### config.mk
export PLATFORM = sky130hd
export DESIGN_NAME = gerador_paridade_serial
export DESIGN_NICKNAME = d
export VERILOG_FILES = /design/src/rtl/pacote_paridade.sv /design/src/rtl/gerador_paridade_serial.sv
export SDC_FILE = /design/constraint.sdc
export NUM_CORES = 1
export LEC_CHECK = 0
export CAP_MARGIN = 20
export CORE_ASPECT_RATIO = 1.2
export CORE_UTILIZATION = 59
export DETAILED_ROUTE_END_ITERATION = 7
export DONT_BUFFER_PORTS = 1
export PLACE_DENSITY = 0.81
export REMOVE_ABC_BUFFERS = 1
export SYNTH_ARGS = -nofsm -noshare
export SYNTH_HDL_FRONTEND = slang
export SYNTH_SLANG_ARGS = --single-unit
### constraint.sdc
create_clock -name clk -period 1.7 [get_ports clk]
set_input_delay 0.34 -clock clk [delete_from_list [all_inputs] [get_ports clk]]
set_output_delay 0.34 -clock clk [all_outputs]
set_load 0.01 [all_outputs]
### src/rtl/pacote_paridade.sv
// Shared types and helpers for the serial even/odd parity generator and detector.
package pacote_paridade;

  typedef enum logic [1:0] {
    IDLE   = 2'd0,
    DATA   = 2'd1,
    PARITY = 2'd2
  } estado_tx_t;

  localparam int unsigned DATA_W_DEFAULT = 8;

  // XOR of the low n bits of v.
  function automatic logic paridade_par(input logic [31:0] v, input int n);
    logic p;
    p = 1'b0;
    for (int i = 0; i < 32; i++) begin
      if (i < n) p = p ^ v[i];
    end
    return p;
  endfunction

endpackage

### src/rtl/gerador_paridade_serial.sv
// Serial transmitter: shifts a word out LSB first and appends a parity bit.
module gerador_paridade_serial
  import pacote_paridade::*;
#(
  parameter int unsigned DATA_W     = DATA_W_DEFAULT,
  parameter bit          ODD_PARITY = 1'b0
) (
  input  logic              clk,
  input  logic              reset,
  input  logic [DATA_W-1:0] data_in,
  input  logic              start,
  output logic              ready,
  output logic              out_bit,
  output logic              out_valid,
  output logic              out_last
);

  localparam int unsigned           CNT_W    = $clog2(DATA_W + 1);
  localparam logic [CNT_W-1:0]      CNT_LAST = CNT_W'(DATA_W - 1);

  estado_tx_t        state, state_n;
  logic [DATA_W-1:0] shreg, shreg_n;
  logic [CNT_W-1:0]  cnt, cnt_n;
  logic              par, par_n;
  logic              out_bit_n, out_valid_n, out_last_n, ready_n;

  // State and registered outputs.
  always_ff @(posedge clk or negedge reset) begin
    if (!reset) begin
      state     <= IDLE;
      shreg     <= '0;
      cnt       <= '0;
      par       <= 1'b0;
      out_bit   <= 1'b0;
      out_valid <= 1'b0;
      out_last  <= 1'b0;
      ready     <= 1'b1;
    end else begin
      state     <= state_n;
      shreg     <= shreg_n;
      cnt       <= cnt_n;
      par       <= par_n;
      out_bit   <= out_bit_n;
      out_valid <= out_valid_n;
      out_last  <= out_last_n;
      ready     <= ready_n;
    end
  end

  // Next state; PARITY accepts a new word so frames can run back to back.
  always_comb begin
    state_n = state;
    shreg_n = shreg;
    cnt_n   = cnt;
    par_n   = par;
    unique case (state)
      IDLE, PARITY: begin
        if (start) begin
          shreg_n = data_in;
          cnt_n   = '0;
          par_n   = ODD_PARITY;
          state_n = DATA;
        end else begin
          state_n = IDLE;
        end
      end
      DATA: begin
        shreg_n = shreg >> 1;
        par_n   = par ^ shreg[0];
        cnt_n   = cnt + CNT_W'(1);
        if (cnt == CNT_LAST) state_n = PARITY;
      end
      default: state_n = IDLE;
    endcase
  end

  // Outputs are precomputed from the next state so they flop alongside it.
  always_comb begin
    out_bit_n   = 1'b0;
    out_valid_n = 1'b0;
    out_last_n  = 1'b0;
    ready_n     = 1'b1;
    unique case (state_n)
      DATA: begin
        out_valid_n = 1'b1;
        out_bit_n   = shreg_n[0];
        ready_n     = 1'b0;
      end
      PARITY: begin
        out_valid_n = 1'b1;
        out_last_n  = 1'b1;
        out_bit_n   = par_n;
      end
      default: ;
    endcase
  end

endmodule

Word-level counts from Yosys, hierarchy flattened --
Index checks and enable logic that the tools add are counted. W data, S select, Z words.
Operators by class: $mul 0, $add $sub $neg 1, eq/ne operators 6, magnitude comparators 0, reductions and logical operators 5, bitwise logic cells 1, divide/modulo/power cells 0, multiplexer cells 13, shift-type cells 0
Operators with widths (count):
- $pmux W8 S2 | 1
- $mux W8 | 1
- $pmux W4 S2 | 1
- $mux W1 | 5
- $add A4 B1 Y4 const B | 1
- $eq A2 B1 Y1 const B | 2
- $eq A2 B2 Y1 const B | 2
- $eq A4 B3 Y1 const B | 1
- $mux W4 | 1
- $pmux W1 S2 | 2
- $pmux W2 S2 | 1
- $reduce_or A2 Y1 | 2
- $logic_not A2 Y1 | 1
- $mux W2 | 1
- $ne A2 B2 Y1 const B | 1
- $reduce_and A2 Y1 | 1
- $reduce_bool A2 Y1 | 1
- $xor A1 B1 Y1 | 1
Word-level totals: logic and storage cells 35, memories 0, bits in read-only memories 0, register bits after elaboration 19, latch bits 0, input port bits 11, RAM bits 0

Logic depth before layout (Yosys ltp) --
depth after elaboration 6, depth in mapped cells 4, depth with buffers taken out 4

Least setup slack after synthesis --
OpenSTA, ideal clock, no wires.
path kind register to register, from reg cnt[0], to reg cnt[1], cell stages (with the launch flop) 4, required time 1.579 ns, path slack 0.476 ns, arrival 1.103 ns, library setup time 0.121 ns, cell sequence dfrtp_1 -> ha_1 -> mux2_4 -> a22o_1
Between the ends: cells in the longest elaborated chain, start to end 2
Ends and longest elaborated chain:
- from (decl) | RTL line gerador_paridade_serial.sv:23 | logic [CNT_W-1:0] cnt, cnt_n;
- from (signal assigned) | RTL line gerador_paridade_serial.sv:41 | cnt <= cnt_n;
- $add A4 B1 Y4 | RTL line gerador_paridade_serial.sv:70 | cnt_n = cnt + CNT_W'(1);
- $pmux W4 S2 | RTL line gerador_paridade_serial.sv:56 | unique case (state)
No other way between the ends. A chain may end at the register's enable or synchronous reset.

Worst setup path in the final report --
from reg state[1], to reg shreg[0]
Between the ends: cells in the longest elaborated chain, start to end 3, elaborated cells on any way between the ends 5, those cells by class eq/ne (2); mux (1); reduce/logical (2)
Ends and longest elaborated chain:
- from (decl) | RTL line gerador_paridade_serial.sv:21 | estado_tx_t state, state_n;
- from (signal assigned) | RTL line gerador_paridade_serial.sv:39 | state <= state_n;
- $eq A2 B2 Y1 or $logic_not A2 Y1 (tied branches) | RTL line gerador_paridade_serial.sv:56
- $reduce_or A2 Y1 | RTL line gerador_paridade_serial.sv:56
- $pmux W8 S2 * | RTL line gerador_paridade_serial.sv:56
- named net shreg_n[0] | RTL line gerador_paridade_serial.sv:22 | logic [DATA_W-1:0] shreg, shreg_n;
- to (signal assigned) | RTL line gerador_paridade_serial.sv:40 | shreg <= shreg_n;
- to (decl) | RTL line gerador_paridade_serial.sv:22
Mark *: on every way through the listed nets, which the timed path passes. The rest lies on a longest branch.

==> metrics <==
outcome=complete, no violations; CTS tree=built; Gates resized, CTS repair=0; Synth area leader=dfrtp_1; die area=~1700 µm²; ANT nets after route=0; top-level I/O count=15; Worst setup EP type=register; leak pwr=0.3923 nW; metal2 WL=771 µm; Synth top area share=48.58%; clk sinks=19; clk buf depth=2; share of cells above drive strength 1=11.11%; DR top layer=met4; final hold violations=0; DRC errors left=0; WS Path Type=reg -> reg; Max VDD drop=804.0 µV; Worst-path clk slew=approximately 0.11 ns; Metal-1 WL=between 600 and 700 µm; setup clock skew after layout=0.0009814 ns; Detailed Place HPWL=1083 µm; routability cong.=0.7105; Worst Max-Slew Pin Slew=0.8044 ns; most common cell in the synthesized netlist=dfrtp_1; ANT cells=0; asr flop ratio synth=100.0%; Max Cap Viol=0; fin nets=94; Post-synth EDFFs=0; CTS hold repair buffers=1; Setup-failing EPs final=0; Area Overhead vs Synth=3.104%; H-tree level count=1; library cells used by synthesis=26; Rel. slew slack=46.19%; fmax=715.8 MHz; largest net degree at the start of global routing=20; CP required=between 1.5 and 2 ns; Total GRT Usage=21.06%; pwr dens=1790 nW/µm²; Avg Vias per Cell=6.163; Setup TNS=0 ns; Core Util, Final=66.15%; Starting Density=64.16%; register bit total from synthesis=19; metal3 WL=63 µm; sequential share of the synthesized area=51.42%; crit path DAT=1.59 ns; global route overflow=0; Synth Warn #=0; vias in the first global route=between 600 and 700; Synth Flop Type=dfrtp_1; Cells after Synth=79; drt first pass iters=4; worst hold-check path type=in -> reg; Slew Limit Fails=0; crit path time final=approximately 1.4 ns; core area=1445 µm²; DR WL/cell=15.64 µm; critical-path cell list=nand2b_1 -> o22ai_1 -> o21ba_1; CTS root buf=clkbuf_4; Num CTS Buffers=3; first-pass GRT wire length=around 2500 µm; die span in x=38.19 µm; Core Rows=15; fin crit share=82.18%; syn avg cell area=11.74 µm²; Detailed Route Iter0 Violations=14; Worst setup SP type=register; CP peak stage delay=0.58 ns; initial antenna violation count=0; wirelength, routed=1533 µm; Setup Fix Bufs, Post-CTS=0; CP max FO=13; Port Buffers=0; Mapped Area=927.1 µm²; most area-consuming cells after synthesis=dfrtp_1 49%, mux2i_1 7.6%, a211oi_1 4.9%; RSZ-0062 raised after global routing=no; Die Y=45.43 µm; Post-synth top cells=18 x dfrtp_1, 7 x mux2i_1, 6 x a211oi_1, 6 x a21oi_1, 6 x nor2b_1; critical path's slowest cell=dfrtp_1; Clock Latency Late Sink=~0.29 ns; via count=604
registers in the layout, summed over array words and instances (netlist names):
name / cells
ready: 1
par: 1
shreg: 8
state: 2
out_last: 1
out_valid: 1
cnt: 4
out_bit: 1
logic make-up (layout without fill, tap and decap cells):
logic type	after synthesis	after routing	synth area share [%]
muxes	8	8	9.177
xor gates and xnor gates	4	4	3.779
and+or+nand+nor	20	20	12.96
buffers and inverters	5	7	4.452
adders and majority gates	1	1	1.349
AOI/OAI and AO/OA	22	22	16.87
DFF	19	19	51.42
critical path, delay by kind of cell (launching register included):
family             cells  cell delay, ns
and+or+nand+nor        1            0.31
DFF                    1            0.58
AOI/OAI and AO/OA      2            0.41
power by group:
group | total (mW) | internal, mW | switching (mW) | leakage, nW
sequential | 0.872 | 0.658 | 0.214 | 0.229
combinational | 0.613 | 0.346 | 0.267 | 0.146
clock | 0.226 | 0.0874 | 0.138 | 0.0177
total | 1.71 | 1.09 | 0.620 | 0.392
worst paths after layout:
path / start / end / slack (ns) / depth (start not counted)
max reg2reg: state[1] / shreg[0] / 0.30 / 3
max: state[1] / shreg[0] / 0.30 / 3
max in group asynchronous: reset / state[1] / 0.64 / 1
min reg2reg: cnt[3] / out_last / 0.55 / 1
min in group asynchronous: reset / state[0] / 0.57 / 1
min: start / shreg[4] / 0.23 / 2
per-layer routing:
metal | vias to the layer above | track usage [%]
met5 | - | 0
met4 | 0 | 12.86
met3 | 4 | 3.922
met2 | 14 | 32.54
met1 | 296 | 27.01
li1 | 290 | -
layout by cell type (no fill, tap or decap):
cell type / netlist / layout
clkbuf_4: 0 / 3
nand4b_1: 1 / 1
nand3_1: 2 / 2
xor2_1: 1 / 1
o211ai_1: 1 / 1
ha_1: 1 / 1
inv_1: 1 / 1
nor3_1: 1 / 1
mux2i_1: 7 / 7
a21oi_1: 6 / 6
a22o_1: 4 / 4
nor3_2: 1 / 1
dfstp_2: 1 / 1
clkinv_2: 0 / 1
o22ai_1: 1 / 1
dfrtp_1: 18 / 18
dlygate4sd3_1: 0 / 1
nand2_1: 3 / 3
nor2_2: 1 / 1
o21ba_1: 1 / 1
xnor2_1: 3 / 3
a211oi_1: 6 / 6
o21ai_1: 1 / 1
nor2b_1: 6 / 6
o2bb2ai_1: 2 / 2
buf_4: 2 / 1
nand2b_1: 5 / 5
mux2_4: 1 / 1
cell type report:
type                            instances  area, µm²
Timing Repair Buffer                    2      17.52
Tap cell                               17      21.27
Inverter                                1      3.754
Clock buffer                            3      22.52
Multi-Input combinational cell         55      409.1
Fill cell                             106      489.2
Sequential cell                        19      476.7
Clock inverter                          1      5.005
stage by stage:
step | hold slack [ns] | setup WS (ns) | area (µm²) | power, mW | instances
after floorplan | 0.04441 | 0.3848 | 889.6 | 1.340 | 75
after global placement | 0.04483 | 0.3839 | 918.4 | 1.445 | 93
after detailed placement | 0.04479 | 0.3124 | 918.4 | 1.489 | 93
after CTS | 0.2310 | 0.3004 | 955.9 | 1.726 | 98
after global routing | 0.2329 | 0.2201 | 955.9 | 1.846 | 98
final | 0.2270 | 0.3030 | 955.9 | 1.711 | 98
Note: power is estimated with default switching activity, not from simulation.
